==> src/rtl/uart_pkg.sv <==
// uart_pkg: frame-format definitions shared by the serial transmitter and receiver.
// State encoding, line levels and the default bit time live here so that both
// ends of the link agree on the frame format.
package uart_pkg;

  typedef enum logic [2:0] {
    ST_IDLE   = 3'd0,
    ST_START  = 3'd1,
    ST_DATA   = 3'd2,
    ST_PARITY = 3'd3,
    ST_STOP   = 3'd4
  } uart_state_e;

  localparam logic UART_IDLE_LEVEL  = 1'b1;
  localparam logic UART_START_LEVEL = 1'b0;

  localparam int UART_DEFAULT_CLKS_PER_BIT = 4;

endpackage

==> src/rtl/uart_baud_tick.sv <==
// uart_baud_tick: bit-time counter for the serial transmitter.
// Counts 0..CLKS_PER_BIT-1 while enabled and wraps on each bit boundary;
// tick_out marks the last cycle of every bit. clear_in holds the count at 0.
module uart_baud_tick
  import uart_pkg::*;
#(
  parameter int CLKS_PER_BIT = UART_DEFAULT_CLKS_PER_BIT
) (
  input  logic clk,
  input  logic rst,
  input  logic clear_in,
  output logic tick_out
);

  localparam int CNT_W = (CLKS_PER_BIT > 1) ? $clog2(CLKS_PER_BIT) : 1;
  localparam logic [CNT_W-1:0] CNT_LAST = CNT_W'(CLKS_PER_BIT - 1);

  logic [CNT_W-1:0] cnt_q;
  logic [CNT_W-1:0] cnt_d;

  // Next count: hold at zero while cleared, wrap after the last cycle of a bit.
  always_comb begin
    cnt_d = cnt_q;
    if (clear_in || (cnt_q == CNT_LAST)) begin
      cnt_d = '0;
    end else begin
      cnt_d = cnt_q + 1'b1;
    end
  end

  // Count register with asynchronous reset.
  always_ff @(posedge clk or posedge rst) begin
    if (rst) begin
      cnt_q <= '0;
    end else begin
      cnt_q <= cnt_d;
    end
  end

  assign tick_out = (cnt_q == CNT_LAST) && !clear_in;

endmodule

==> src/rtl/uart_tx.sv <==
// uart_tx: asynchronous serial transmitter (start bit, LSB-first data,
// optional even parity, one stop bit) fed through a valid/ready handshake.
// Optional feature: define UART_TX_PARITY_EN to insert an even-parity bit
// after the MSB; without it DATA goes straight to STOP.
//
// state     | meaning
// ----------+----------------------------------------------
// ST_IDLE   | line high, ready for a word
// ST_START  | start bit (line low) for one bit time
// ST_DATA   | shift out DATA_W bits, LSB first
// ST_PARITY | even parity of the latched word (macro only)
// ST_STOP   | stop bit (line high) for one bit time
module uart_tx
  import uart_pkg::*;
#(
  parameter int DATA_W       = 8,
  parameter int CLKS_PER_BIT = UART_DEFAULT_CLKS_PER_BIT
) (
  input  logic              clk,
  input  logic              rst,
  input  logic [DATA_W-1:0] data_in,
  input  logic              valid_in,
  output logic              ready_out,
  output logic              tx_out,
  output logic              busy_out
);

  localparam int IDX_W = $clog2(DATA_W);
  localparam logic [IDX_W-1:0] IDX_LAST = IDX_W'(DATA_W - 1);

  uart_state_e       state_q;
  logic [DATA_W-1:0] shift_q;
  logic [IDX_W-1:0]  bit_idx_q;
  logic              tx_q;
  logic              ready_q;
  logic              busy_q;
  logic              bit_tick;
`ifdef UART_TX_PARITY_EN
  logic              parity_q;
`endif

  uart_baud_tick #(
    .CLKS_PER_BIT(CLKS_PER_BIT)
  ) u_baud_tick (
    .clk     (clk),
    .rst     (rst),
    .clear_in(state_q == ST_IDLE),
    .tick_out(bit_tick)
  );

  // Frame sequencer: state, shift register, bit index and registered line/handshake outputs.
  always_ff @(posedge clk or posedge rst) begin
    if (rst) begin
      state_q   <= ST_IDLE;
      shift_q   <= '0;
      bit_idx_q <= '0;
      tx_q      <= UART_IDLE_LEVEL;
      ready_q   <= 1'b1;
      busy_q    <= 1'b0;
`ifdef UART_TX_PARITY_EN
      parity_q  <= 1'b0;
`endif
    end else begin
      case (state_q)
        ST_IDLE: begin
          if (valid_in && ready_q) begin
            shift_q  <= data_in;
`ifdef UART_TX_PARITY_EN
            parity_q <= ^data_in;
`endif
            tx_q     <= UART_START_LEVEL;
            ready_q  <= 1'b0;
            busy_q   <= 1'b1;
            state_q  <= ST_START;
          end
        end
        ST_START: begin
          if (bit_tick) begin
            bit_idx_q <= '0;
            tx_q      <= shift_q[0];
            state_q   <= ST_DATA;
          end
        end
        ST_DATA: begin
          if (bit_tick) begin
            if (bit_idx_q == IDX_LAST) begin
`ifdef UART_TX_PARITY_EN
              tx_q    <= parity_q;
              state_q <= ST_PARITY;
`else
              tx_q    <= UART_IDLE_LEVEL;
              state_q <= ST_STOP;
`endif
            end else begin
              // Line follows the bit that becomes shift_q[0] after this shift.
              shift_q   <= shift_q >> 1;
              tx_q      <= shift_q[1];
              bit_idx_q <= bit_idx_q + 1'b1;
            end
          end
        end
`ifdef UART_TX_PARITY_EN
        ST_PARITY: begin
          if (bit_tick) begin
            tx_q    <= UART_IDLE_LEVEL;
            state_q <= ST_STOP;
          end
        end
`endif
        ST_STOP: begin
          if (bit_tick) begin
            ready_q <= 1'b1;
            busy_q  <= 1'b0;
            state_q <= ST_IDLE;
          end
        end
        default: begin
          tx_q    <= UART_IDLE_LEVEL;
          ready_q <= 1'b1;
          busy_q  <= 1'b0;
          state_q <= ST_IDLE;
        end
      endcase
    end
  end

  assign tx_out    = tx_q;
  assign ready_out = ready_q;
  assign busy_out  = busy_q;

endmodule

==> config.mk <==
export PLATFORM = sky130hd
export DESIGN_NAME = uart_tx
export DESIGN_NICKNAME = d
export VERILOG_FILES = /design/src/rtl/uart_pkg.sv /design/src/rtl/uart_baud_tick.sv /design/src/rtl/uart_tx.sv
export SDC_FILE = /design/constraint.sdc
export NUM_CORES = 1
export LEC_CHECK = 0
export ABC_AREA = 0
export CAP_MARGIN = 15
export CORE_MARGIN = 1
export CORE_UTILIZATION = 30
export DETAILED_ROUTE_END_ITERATION = 6
export MAX_ROUTING_LAYER = met4
export PLACE_DENSITY_LB_ADDON = 0.1
export SLEW_MARGIN = 10
export SYNTH_ARGS = -nofsm -noshare
export SYNTH_HDL_FRONTEND = slang
export SYNTH_SLANG_ARGS = --single-unit
==> constraint.sdc <==
create_clock -name clk -period 1.5 [get_ports clk]
set_clock_uncertainty 0.15 [all_clocks]
set_input_delay 0.375 -clock clk [delete_from_list [all_inputs] [get_ports clk]]
set_output_delay 0.375 -clock clk [all_outputs]
set_load 0.05 [all_outputs]
==> impl_metrics.toml, run 1 <==
[outcome]
status = "finished with violations"
failed_checks = "negative setup slack"

[synthesis]
ys_ff_latch = 19
synth_edf_count = 0
synth_cells = 102
synth-xor-area-share = 0.007982
synth_adder_area_share = 0.04561
synth-compound-area-share = 0.2212
ys_async_sr_fraction = 1.000
yosysTopAreaCell = "dfrtp_1"
synth.area.mux_share = 0.03079
synth_area_leaders = "dfrtp_1 (39%), a2bb2oi_1 (5.6%), o21ai_2 (5.6%)"
yosysSeqAreaShare = 0.4356
yosysWarnings = 0
synthSimpleGateAreaFrac = 0.1961
synth.top_cell.area_share = 0.3877
synth_nets = 117
syn_area_per_cell_um2 = 10.76
synth_top_family_by_area = "compound AO/OA/AOI/OAI gates"
synthesis.area_mm2 = 0.001097
synthFlopType = "dfrtp_1"
ys_types = 35

[die]
rows = 21
io_pins = 14
initial_core_util = 0.3212
die_area_mm2 = 0.003904
core_area_mm2 = 0.003416
die_w_um = 62.48
die-height_um = 62.48

[detailed_routing]
drt_iter0_drc = 43
wl_per_cell_um = 13.27
firstDrtPassIters = 5
vias = 906
via_per_inst = 4.978
ant_nets = 0
drc_errors = 0
finalWirelength_mm = 2.415

[power]
p_leak_nw = 0.6679
vdd_drop_max_mv = 0.3704
power.density_mw_per_mm2 = 522.1
fin_total_pwr_w = 0.0008355

[sta]
setup_ws_ns = -0.1941
finalHoldViolCount = 0
rsz0062_at_grt = "true"
tightest_slew_ns = 0.2570
holdWs_ns = 0.2193
tns_ns = -1.954
setup_violations = 15
clock.fmax_mhz = 590.3
slew_violations = 0
period_share = 1.129
fin_crit_ns = 1.694
slew_headroom = 0.8282

[global_routing]
antenna_found_initial = 0
overflow = 0
grt_max_degree = 20
grt_pass1_vias = 881
track_usage = 0.1359
grt_pass1_wl_mm = 4.077

[placement]
gp_congestion = 0.7196
io_buffers = 13
dp.cells = 172
hpwl_mm = 1.656

[finish]
area_growth_pct = 45.84
regArea_um2 = 484.2
stdcell_count = 182
mostFrequentLayoutCells = "buf_4 (16), dfrtp_1 (15), clkdlybuf4s50_1 (10)"
multiInputGateArea_um2 = 635.6
layout_commonest_cell = "buf_4"
nNetsFinal = 152
final_layout_size_suffix_gt1_frac = 0.4485
num-fill-cells = 327
num_antenna_cells = 0

[run]
drv_cap = 0

[clocking]
clk_pin_slew_ns = 0.11
cts.sinks = 19
tritoncts = "done"
cts_max_level = 1
numCtsBuffers = 3
holdBufCountCts = 0
worstSkewPairLatency_ns = 0.30
cts_root_buffer = "clkbuf_4"
cts_buffer_depth = 2

[worst_setup_path]
path_class = "flop to output pin"
endpoint_kind = "output pin"
worstPathRequired_ns = 0.97
worstSetupStartpointType = "flop"
worstPathMaxFanout = 2
cp_data_arrival_time_ns = 1.17

[worst_hold_path]
hold_class = "primary input to asynchronous set/reset pin"
## critical path, stage by stage (launching register included)
cell	delay, ns
dfstp_4	0.64
buf_6	0.10
buf_12	0.12
## final timing paths
kind                                              from                endpoint  cells after the start  slack, ns
worst max-delay path             ready_out$_DFFE_PP1P_               ready_out                      2      -0.19
worst min-delay path                               rst  shift_q[5]$_DFFE_PP0P_                      3       0.22
max in group asynchronous                          rst      tx_out$_DFFE_PP1P_                      3       0.77
worst min register to register  shift_q[2]$_DFFE_PP0P_  shift_q[2]$_DFFE_PP0P_                      1       0.39
min in group clk                shift_q[2]$_DFFE_PP0P_  shift_q[2]$_DFFE_PP0P_                      1       0.39
worst max register to register   ready_out$_DFFE_PP1P_   ready_out$_DFFE_PP1P_                      8      -0.16
## sequential cells by signal (all words and copies together) (netlist names)
| register | cells |
|---|---|
| bit_idx_q | 3 |
| u_baud_tick.cnt_q | 2 |
| ready_out | 1 |
| tx_out | 1 |
| shift_q | 8 |
| state_q | 3 |
| busy_out | 1 |
## power breakdown
| part | switching [W] | internal, W | total, W |
|---|---|---|---|
| Sequential | 0 | 0.000512 | 0.000512 |
| Combinational | 0.0000213 | 0.0000369 | 0.0000582 |
| Clock | 0.000166 | 0.0000994 | 0.000265 |
| Total | 0.000187 | 0.000648 | 0.000835 |
## through the flow
stage	utilization	setup slack [ns]	cell area [µm²]
3_5_place_dp	0.4216	-0.3656	1440
4_1_cts	0.4531	-0.1969	1548
5_1_grt	0.4685	-0.2316	1600
3_3_place_gp	0.4216	-0.3617	1440
6_report	0.4685	-0.1941	1600
2_1_floorplan	-	-0.1442	1124
## timing repair
item | CTS | global route
pin swaps | 9 | 7
gates resized for setup | 10 | 9
setup endpoints to repair | 16 | 19
buffers inserted | 5 | 1
## synth_stat cells, types with 2 or more instances
master and instances:
dfrtp_1 17, nand2_1 10, a2bb2oi_1 7, nand3b_1 7, o21ai_2 7, nor2_1 5
o21ai_1 5, a21oi_1 4, buf_6 4, ha_1 4, nor3_1 4, dfstp_2 2
mux2_2 2, nor2b_1 2, nor3b_1 2
## cells by family after synthesis
group	after synthesis
xor+xnor	1
flops	19
mux	3
simple gates	35
compound gates	31
buf+inv	9
fa+ha+maj	4
## cell type report
| class | count | area share |
|---|---|---|
| clock buffer | 3 | 0.01407 |
| clock inverter | 1 | 0.003127 |
| inverter | 2 | 0.004691 |
| multi-input combinational | 74 | 0.3972 |
| sequential | 19 | 0.3026 |
| tap | 46 | 0.03597 |
| timing repair buffer | 37 | 0.2424 |
## layer usage
layer / global-route usage / up-vias / routed length [µm]
met5: - / - / 0
met4: 0.04360 / 0 / 10
met3: 0.03285 / 2 / 92
met2: 0.2215 / 21 / 1233
met1: 0.1646 / 442 / 1079
li1: - / 441 / -
(Power assumes the default switching activity.)
==> inputs of run 2 (changes only) <==
GPL_TIMING_DRIVEN = 1   (was unset)
==> results of run 2 <==
The final DEF is identical to that of run 1; final timing and power are the same.
==> inputs of run 3 (changes only) <==
CAP_MARGIN = 40   (was 15)
==> results of run 3 <==
The final DEF is identical to that of run 1; final timing and power are the same.
